===== src/rtl/serial_pattern_ctrl.sv =====
// Word-to-serial controller: scans an accepted word MSB-first through a Mealy
// pattern recogniser and returns match count, hit flag and last match position.
module serial_pattern_ctrl #(
    parameter int W = 8,
    parameter int PLEN = 3,
    parameter logic [PLEN-1:0] PATTERN = 3'b101,
    parameter int CNT_W = 4,
    parameter int POS_W = 3
) (
    input  logic             clk,
    input  logic             reset_n,
    input  logic             in_valid,
    output logic             in_ready,
    input  logic [W-1:0]     in_data,
    input  logic             in_keep_hist,
    output logic             out_valid,
    input  logic             out_ready,
    output logic [CNT_W-1:0] out_count,
    output logic             out_hit,
    output logic [POS_W-1:0] out_last_pos,
    output logic             busy,
    output logic             bit_x,
    output logic             bit_z
);

    typedef enum logic [1:0] {
        IDLE  = 2'd0,
        SHIFT = 2'd1,
        HOLD  = 2'd2
    } state_t;

    localparam logic [POS_W-1:0] FILL_MAX = POS_W'(PLEN - 1);
    localparam logic [POS_W-1:0] IDX_LAST = POS_W'(W - 1);

    state_t            state_r;
    logic [W-1:0]      shreg_r;
    logic [POS_W-1:0]  idx_r;
    logic [POS_W-1:0]  fill_r;
    logic [PLEN-2:0]   hist_r;
    logic [PLEN-1:0]   cand_s;

    // Serial bit and Mealy match output; the shift register is left-shifted so
    // its MSB is always the bit at position idx.
    always_comb begin
        bit_x  = 1'b0;
        cand_s = {hist_r, 1'b0};
        bit_z  = 1'b0;
        if (state_r == SHIFT) begin
            bit_x  = shreg_r[W-1];
            cand_s = {hist_r, shreg_r[W-1]};
            bit_z  = (fill_r == FILL_MAX) && (cand_s == PATTERN);
        end else begin
            bit_x  = 1'b0;
            cand_s = {hist_r, 1'b0};
            bit_z  = 1'b0;
        end
    end

    // Control FSM with registered handshake and result outputs.
    always_ff @(posedge clk or negedge reset_n) begin
        if (!reset_n) begin
            state_r      <= IDLE;
            shreg_r      <= {W{1'b0}};
            idx_r        <= {POS_W{1'b0}};
            fill_r       <= {POS_W{1'b0}};
            hist_r       <= {(PLEN-1){1'b0}};
            in_ready     <= 1'b1;
            out_valid    <= 1'b0;
            out_count    <= {CNT_W{1'b0}};
            out_hit      <= 1'b0;
            out_last_pos <= {POS_W{1'b0}};
            busy         <= 1'b0;
        end else begin
            case (state_r)
                IDLE: begin
                    if (in_valid) begin
                        shreg_r      <= in_data;
                        idx_r        <= {POS_W{1'b0}};
                        out_count    <= {CNT_W{1'b0}};
                        out_hit      <= 1'b0;
                        out_last_pos <= {POS_W{1'b0}};
                        if (!in_keep_hist) begin
                            hist_r <= {(PLEN-1){1'b0}};
                            fill_r <= {POS_W{1'b0}};
                        end
                        state_r  <= SHIFT;
                        in_ready <= 1'b0;
                        busy     <= 1'b1;
                    end
                end
                SHIFT: begin
                    hist_r  <= cand_s[PLEN-2:0];
                    shreg_r <= {shreg_r[W-2:0], 1'b0};
                    idx_r   <= idx_r + POS_W'(1);
                    if (fill_r != FILL_MAX) begin
                        fill_r <= fill_r + POS_W'(1);
                    end
                    if (bit_z) begin
                        out_count    <= out_count + CNT_W'(1);
                        out_hit      <= 1'b1;
                        out_last_pos <= idx_r;
                    end
                    if (idx_r == IDX_LAST) begin
                        state_r   <= HOLD;
                        out_valid <= 1'b1;
                    end
                end
                HOLD: begin
                    if (out_ready) begin
                        state_r   <= IDLE;
                        out_valid <= 1'b0;
                        in_ready  <= 1'b1;
                        busy      <= 1'b0;
                    end
                end
                default: begin
                    state_r   <= IDLE;
                    out_valid <= 1'b0;
                    in_ready  <= 1'b1;
                    busy      <= 1'b0;
                end
            endcase
        end
    end

endmodule


===== config.mk =====
export PLATFORM = sky130hd
export DESIGN_NAME = serial_pattern_ctrl
export DESIGN_NICKNAME = d
export VERILOG_FILES = /design/src/rtl/serial_pattern_ctrl.sv
export SDC_FILE = /design/constraint.sdc
export NUM_CORES = 1
export LEC_CHECK = 0
export BUFFER_PORTS_ARGS = -buffer_cell sky130_fd_sc_hd__buf_4
export CORE_ASPECT_RATIO = 2
export CORE_MARGIN = 10
export CORE_UTILIZATION = 25
export DETAILED_ROUTE_END_ITERATION = 16
export GPL_TIMING_DRIVEN = 0
export PLACE_DENSITY = 0.49
export SLEW_MARGIN = 20
export SYNTH_ARGS = -nofsm -noshare
export SYNTH_HDL_FRONTEND = slang
export SYNTH_SLANG_ARGS = --single-unit

===== constraint.sdc =====
create_clock -name clk -period 1.7 [get_ports clk]
set_clock_uncertainty 0.15 [all_clocks]
set_input_delay 0.255 -clock clk [delete_from_list [all_inputs] [get_ports clk]]
set_output_delay 0.255 -clock clk [all_outputs]
set_load 0.01 [all_outputs]

* After elaboration in Yosys (flattened, before gate mapping)
Cells that the tools add are included.
Word-level totals: register bits 29, input port bits 13, output and inout port bits 13, word-level logic and storage cells 70
Cells by class: add/sub/neg operators 3, eq/ne operators 12, mux-type cells 32, bitwise operators 2, reductions and logical operators 10
Operators by type and width (count):
- 3-bit case mux with 2 select lines | 3
- 8-bit case mux with 2 select lines | 1
- 3-bit 2-to-1 mux | 5
- 3-bit AND reduction | 5
- 2-bit 2-to-1 mux | 5
- 1-bit case mux with 3 select lines | 3
- 1-bit 2-to-1 mux | 8
- 4-bit 2-to-1 mux | 2
- 8-bit 2-to-1 mux | 1
- 2-bit != test (second input constant) | 4
- 4-bit case mux with 2 select lines | 1
- 3-bit by 1-bit adder with 3-bit output (second input constant) | 2
- 3-bit == test (second input constant) | 2
- 2-bit case mux with 3 select lines | 1
- 4-bit by 1-bit adder with 4-bit output (second input constant) | 1
- 2-bit by 1-bit != test with 1-bit output (second input constant) | 2
- 2-bit case mux with 2 select lines | 1
- 4-bit AND reduction | 1
- 3-bit by 2-bit == test with 1-bit output (second input constant) | 1
- 3-bit by 2-bit != test with 1-bit output (second input constant) | 1
- 2-bit by 1-bit == test with 1-bit output (second input constant) | 1
- 2-bit == test (second input constant) | 1
- 2-bit zero test | 1
- 1-bit NOT | 2
- 4 further kinds | 4

* Depth between registers and ports, before layout
Gate-level depths: netlist of the first run.
word-level depth 5, depth in mapped cells 5, mapped depth without buffers 5

* Worst setup path after synthesis of the first run
OpenSTA, ideal clock, no wires.
kind register to register, start point register fill_r[0], end point register out_count[1], library setup time 120 ps, arrival 1270 ps, required time 1430 ps, setup slack 160 ps, cell stages (with the launch flop) 6, path buffers 0, clock period less this slack 1540 ps, path through dfrtp_1 inv_1 ha_1 and4bb_2 and3_2 a31o_1
On the way: cells in the longest elaborated chain, start to end 5
RTL lines:
- start, declared | line 38 | logic [POS_W-1:0] fill_r;
- start signal, assigned | line 65 | fill_r <= {POS_W{1'b0}};
- start signal, assigned | line 84 | fill_r <= {POS_W{1'b0}};
- start signal, assigned | line 96 | fill_r <= fill_r + POS_W'(1);
- 3-bit by 2-bit == test with 1-bit output | line 51 | bit_z = (fill_r == FILL_MAX) && (cand_s == PATTERN);
- 1-bit logical AND | line 51
- 1-bit 2-to-1 mux | line 48 | if (state_r == SHIFT) begin
- 2-bit != test (no source line)
- 3-bit AND reduction (no source line)
- end signal, assigned | line 69 | out_count <= {CNT_W{1'b0}};
- end signal, assigned | line 79 | out_count <= {CNT_W{1'b0}};
- end signal, assigned | line 99 | out_count <= out_count + CNT_W'(1);
- end, declared | line 18 | output logic [CNT_W-1:0] out_count,
Every way passes these cells. A chain may end at the register's enable or synchronous reset.

* Worst setup path after layout of the first run
start point register fill_r[0], end point output port bit_z
On the way: cells in the longest elaborated chain, start to end 3
RTL lines:
- 3-bit by 2-bit == test with 1-bit output | line 51
- 1-bit logical AND | line 51
- 1-bit 2-to-1 mux | line 48
- end, declared | line 23 | output logic bit_z
Every way passes these cells.

==> flow_summary.yaml, run 1 <==
status:
  status: "complete, but fails checks"
  violations: "negative setup slack"
sta:
  relSlewSlack: 0.711
  hold_viol: 0
  holdWs_ns: 0.0974
  period_minus_slack_ns: 1.77
  setup_viol: 1
  fin_ws_ns: -0.0666
  rsz0062_at_grt: "true"
  worst_slew_pin_slew_ns: 0.433
  maxSlewViolCount: 0
  finalCritPeriodShare: 1.04
  fmax_mhz: 566
  fin_tns_setup_ns: -0.0666
synth:
  ys.warnings.count: 0
  syn_inst: 130
  synth_most_common_cell: "dfrtp_1"
  synthTopCellsByCount: "dfrtp_1 (28), nand2_1 (14), o21ai_0 (8)"
  synth_top_flop_cell: "dfrtp_1"
  synth_area_leaders: "dfrtp_1 (50%), ha_1 (4.5%), nand2_1 (3.7%)"
  synth_area_um2: 1400
  ys_seq_area_frac: 0.518
  ys_ff_latch: 29
  syn_area_per_cell_um2: 10.8
  synth_cell_types: 40
  yosysTopAreaCell: "dfrtp_1"
  synth_top_area_frac: 0.500
  synth_edf_count: 0
  async_flop_share: 1.00
  synth_nets: 148
place:
  place_ws_ns: -0.0651
  portBuffers: 25
  dpl_cell_area_um2: 1670
  place_inst: 215
  globalplace.congestion: 0.689
  dpl.hpwl_um: 2630
power:
  leakage_nw: 0.888
  design_power_total_mw: 2.82
  peakVddDrop_mv: 0.749
  power.density_nw_per_um2: 1540
floorplanning:
  dieArea_um2: 9190
  core_area_um2: 5420
  chipHeight_um: 126
  io_pins: 26
  die_w_um: 73.0
  rows: 38
  initial_core_util: 0.259
clock_network:
  clock-sinks: 29
  root_buffer: "clkbuf_8"
  cts.path.max_buffers: 2
  numCtsBuffers: 5
  cts_tree: "yes"
  cts_max_level: 2
  clock_latency_ns: 0.27
  clkTransAtPathRegs_ns: 0.06
setup_path:
  crit_chain: "inv_1, ha_2, and4bb_2, nand2_4, inv_2, buf_6"
  critPathBufInv: 3
  crit_path_top_delay_cell: "dfrtp_1"
  crit_arrival_ns: 1.36
  crit_path_max_incr_delay_ns: 0.37
  critPathMaxFanout: 2
  crit_required_ns: 1.29
  path_class: "reg -> out"
  end_kind: "primary output"
  start_kind: "flop"
  crit_family: "flip-flops"
global_route:
  first_global_vias: 1291
  grt_usage: 0.0851
  antenna_found_initial: 0
  grt_pass1_wl_um: 6220
  grt_max_degree: 30
  globalRoute.totalOverflow: 0
detailed_routing:
  dr.pass1.iters: 4
  drt_iter0_drc: 43
  vias: 1133
  wl_per_cell_um: 15.7
  ant_nets: 0
  drt_wl_total_um: 3620
  vias_per_cell: 4.93
  drc: 0
finish:
  final_nets: 187
  post-route-util: 0.337
  area_growth_pct: 30.3
  drive_above_1_share: 0.324
  final-instance-count-excl-fill: 230
  n_antenna_cell: 0
  final_area_um2: 1830
job:
  cap_violations: 0
min_path:
  min_path_type: "in -> reg"
-- final timing paths --
path / cells past startpoint / end / slack [ns] / startpoint
hold / removal: 2 / in_ready / 0.1 / out_ready
hold reg to reg: 2 / shreg_r[5] / 0.33 / shreg_r[5]
setup / recovery: 6 / bit_z / -0.07 / fill_r[0]
setup reg to reg: 7 / out_count[1] / 0.04 / fill_r[0]
min in group asynchronous: 2 / shreg_r[0] / 0.29 / reset_n
max in group asynchronous: 2 / in_ready / 0.79 / reset_n
-- cells by family after synthesis --
| group | Yosys count | synth area share |
|---|---|---|
| AO/OA/AOI/OAI | 42 | 0.209 |
| flip-flops | 29 | 0.518 |
| buffers and inverters | 13 | 0.0482 |
| adder cells (fa/ha/maj) | 5 | 0.0446 |
| XOR/XNOR | 1 | 0.00625 |
| AND/OR/NAND/NOR | 37 | 0.152 |
| multiplexers | 3 | 0.0223 |
-- power by group --
part | total, mW | internal (mW) | leakage (nW) | switching [mW]
Combinational | 1.12 | 0.553 | 0.471 | 0.564
Clock | 0.584 | 0.330 | 0.0455 | 0.254
Sequential | 1.11 | 0.941 | 0.372 | 0.173
Total | 2.82 | 1.82 | 0.888 | 0.992
-- placed cells by master, fill, tap and decap left out, types with 2 or more instances in the layout --
| cell | instances |
|---|---|
| o211ai_1 | 2 |
| a22oi_1 | 6 |
| clkbuf_8 | 6 |
| o21ai_0 | 8 |
| a21o_1 | 2 |
| buf_6 | 4 |
| a21oi_1 | 3 |
| o21ai_1 | 4 |
| nand2_1 | 14 |
| and3_2 | 4 |
| o2bb2ai_1 | 3 |
| a22o_1 | 4 |
| buf_2 | 2 |
| nor2_1 | 5 |
| ha_1 | 4 |
| mux2i_1 | 2 |
| a31o_1 | 5 |
| nand2b_1 | 2 |
| inv_1 | 4 |
| clkbuf_1 | 4 |
| buf_4 | 29 |
| dfrtp_1 | 28 |
| nor2b_1 | 2 |
-- timing repair --
item	in CTS	in global routing
hold endpoints to repair	28	0
endpoints found under the setup margin	2	2
buffers inserted	5	1
hold buffers	1	0
pin swaps	2	4
resized for setup	5	2
-- registers in the layout, indices dropped and copies added (netlist names) --
| register | cells |
|---|---|
| shreg_r | 8 |
| out_count | 4 |
| fill_r | 3 |
| idx_r | 3 |
| out_last_pos | 3 |
| hist_r | 2 |
| state_r | 2 |
| busy | 1 |
| in_ready | 1 |
| out_hit | 1 |
| out_valid | 1 |
-- layer usage --
layer | vias to the layer above | track usage | routed length [µm]
met1 | 553 | 0.0797 | 1300
met3 | 5 | 0.0283 | 183
met4 | 0 | 0.0337 | 65
li1 | 543 | - | -
met5 | - | 0 | 0
met2 | 32 | 0.159 | 2070
-- worst reg2reg max path, stage by stage (launching register included) --
cell and delay, ns:
dfrtp_1 0.37, inv_1 0.06, ha_2 0.17, and4bb_2 0.28, nand2_4 0.07, buf_4 0.14, buf_6 0.13, a31o_1 0.20
-- area by class of cell --
class / instances / area, µm²
Fill cell: 575 / 3590
Timing Repair Buffer: 32 / 250
Inverter: 6 / 25.0
Buffer: 7 / 45.0
Tap cell: 60 / 75.1
Multi-Input combinational cell: 88 / 616
Sequential cell: 29 / 727
Clock buffer: 8 / 90.1
Power figures use the tool's default switching activity.
==> run 2: changes to the inputs <==
Settings changed: ABC_AREA set to 1.
==> run 2 against run 1 <==
Effect of this change: global-route usage hardly changed; largest cell class unchanged; sequential share of layout area is 1.6 points lower; sequential power about the same; wire length grew 1.9%; the run still ends with negative setup slack left.
==> flow_summary.yaml, run 2 <==
sta:
  fin_ws_ns: -0.00193
  rsz0062_at_grt: "true"
  worst_slew_pin_slew_ns: 0.489
  holdWs_ns: 0.0402
  hold_viol: 0
  period_minus_slack_ns: 1.70
  setup_viol: 1
  finalCritPeriodShare: 1.00
  maxSlewViolCount: 0
  relSlewSlack: 0.673
  fmax_mhz: 588
  fin_tns_setup_ns: -0.00193
global_route:
  grt_max_degree: 30
  globalRoute.totalOverflow: 0
  first_global_vias: 1314
  antenna_found_initial: 0
  grt_pass1_wl_um: 6170
  grt_usage: 0.0849
clock_network:
  clkTransAtPathRegs_ns: 0.07
  numCtsBuffers: 5
  clock-sinks: 29
  cts.path.max_buffers: 2
  root_buffer: "clkbuf_8"
  cts_tree: "yes"
  cts_max_level: 2
  clock_latency_ns: 0.28
finish:
  final-instance-count-excl-fill: 282
  regMostFlops: "shreg_r"
  drive_above_1_share: 0.279
  final_cell_mix: "nand2_1 (58), buf_4 (39), dfrtp_1 (28)"
  largestRegisters: "shreg_r: 8 flops, out_count: 4 flops"
  fillers: 553
  final_common_cell: "nand2_1"
  n_antenna_cell: 0
  largest_register_ffs: 8
  area_growth_pct: 35.4
  final_nets: 239
synth:
  ys_seq_area_frac: 0.516
  syn_inst: 174
  synth_area_leaders: "dfrtp_1 (50%), nand2_1 (16%), o21ai_0 (6.8%)"
  synthTopCellsByCount: "nand2_1 (59), dfrtp_1 (28), inv_1 (22)"
  synth_top_flop_cell: "dfrtp_1"
  synth_nets: 192
  ys.warnings.count: 0
  syn_area_per_cell_um2: 8.09
  synth_most_common_cell: "nand2_1"
  yosysTopAreaCell: "dfrtp_1"
  synth_cell_types: 20
  ys_ff_latch: 29
  synth_edf_count: 0
  async_flop_share: 1.00
  synth_top_area_frac: 0.498
  synth_area_um2: 1410
floorplanning:
  chipHeight_um: 126
  dieArea_um2: 9210
  die_w_um: 73.1
  rows: 38
  initial_core_util: 0.257
  io_pins: 26
  core_area_um2: 5470
setup_path:
  crit_arrival_ns: 1.30
  worstReg2RegStart: "state_r[1]"
  path_class: "reg -> out"
  crit_required_ns: 1.29
  crit_family: "flip-flops"
  crit_path_top_delay_cell: "dfrtp_1"
  start_kind: "flop"
  startpoint: "state_r[1]"
  end_kind: "primary output"
  critPathBufInv: 4
  crit_chain: "inv_2, nand2_2, buf_8, nor2_4, nand2_4, clkinv_4, buf_6"
  critPathMaxFanout: 6
  crit_path_max_incr_delay_ns: 0.39
place:
  portBuffers: 25
  dpl.hpwl_um: 2570
  place_inst: 259
  globalplace.congestion: 0.812
status:
  status: "complete, but fails checks"
  violations: "negative setup slack"
detailed_routing:
  wl_per_cell_um: 13.1
  drt_wl_total_um: 3690
  vias_per_cell: 4.33
  dr.pass1.iters: 4
  ant_nets: 0
  drt_iter0_drc: 66
  vias: 1222
  drc: 0
power:
  leakage_nw: 1.05
  power.density_nw_per_um2: 1610
  peakVddDrop_mv: 0.875
min_path:
  min_path_type: "in -> reg"
  hold_start: "in_data[0]"
job:
  cap_violations: 0
run 2: changes by cell type after synthesis, moves of 5 or more:
cell     delta
nand3_1    +10
a31o_1      -5
a22oi_1     -5
nor2_1      +5
inv_1      +16
o21ai_0    +11
nand2_1    +45
run 2: area by class of cell:
class	count	area, µm²	area share
plain buffers	4	32.5	0.0171
flip-flops and latches	29	727	0.381
clock buffers	5	68.8	0.0361
inverters	25	98.8	0.0519
multi-input cells	116	579	0.304
repair buffers	40	307	0.161
clock inverters	3	17.5	0.00919
well taps	60	75.1	0.0394
run 2: final timing paths:
path | end | slack, ns | cells after the start
min | shreg_r[0] | 0.04 | 3
min in group asynchronous | busy | 0.28 | 2
max reg2reg | out_last_pos[0] | 0.17 | 8
max | bit_z | -0.002 | 7
max in group asynchronous | in_ready | 0.81 | 2
min reg2reg | in_ready | 0.32 | 2
run 2: worst min-delay path, delay by kind of cell:
kind,cells,cell delay [ns]
AND/OR/NAND/NOR,1,0.04
buffers and inverters,1,0.08
AO/OA/AOI/OAI,1,0.06
run 2: kinds of logic after synthesis:
family / after synthesis / synth area share
AO/OA/AOI/OAI: 23 / 0.0836
XOR/XNOR: 1 / 0.00622
AND/OR/NAND/NOR: 87 / 0.261
flip-flops: 29 / 0.516
adder cells (fa/ha/maj): 5 / 0.0444
buffers and inverters: 29 / 0.0880
run 2: per-layer routing:
layer,part of all wire,vias to the layer above,GRT usage
li1,-,639,-
met1,0.38,558,0.0812
met2,0.54,20,0.149
met3,0.056,5,0.0307
met4,0.024,0,0.0461
met5,0,-,0
run 2: power breakdown:
group,internal (mW),switching [mW],total (mW)
Sequential,0.954,0.154,1.11
Combinational,0.624,0.780,1.40
Clock,0.282,0.276,0.558
Total,1.86,1.21,3.07
run 2: repair_timing:
action                                  CTS  global route
pin swaps                                 3             1
gates resized for setup                   7             2
endpoints found under the setup margin    2             2
hold buffers                              1             0
endpoints found under the hold margin    28             0
setup buffers                             8             6
run 2: stage by stage:
| step | power [mW] | cell area (µm²) | setup WS, ns | utilization |
|---|---|---|---|---|
| 2_1_floorplan | 1.89 | 1410 | 0.282 | - |
| 3_3_place_gp | 2.29 | 1670 | -0.00916 | 0.305 |
| 3_5_place_dp | 2.31 | 1670 | -0.00170 | 0.305 |
| 4_1_cts | 3.01 | 1850 | -0.0397 | 0.339 |
| 5_1_grt | 3.36 | 1910 | -0.0862 | 0.349 |
| 6_report | 3.07 | 1910 | -0.00193 | 0.349 |
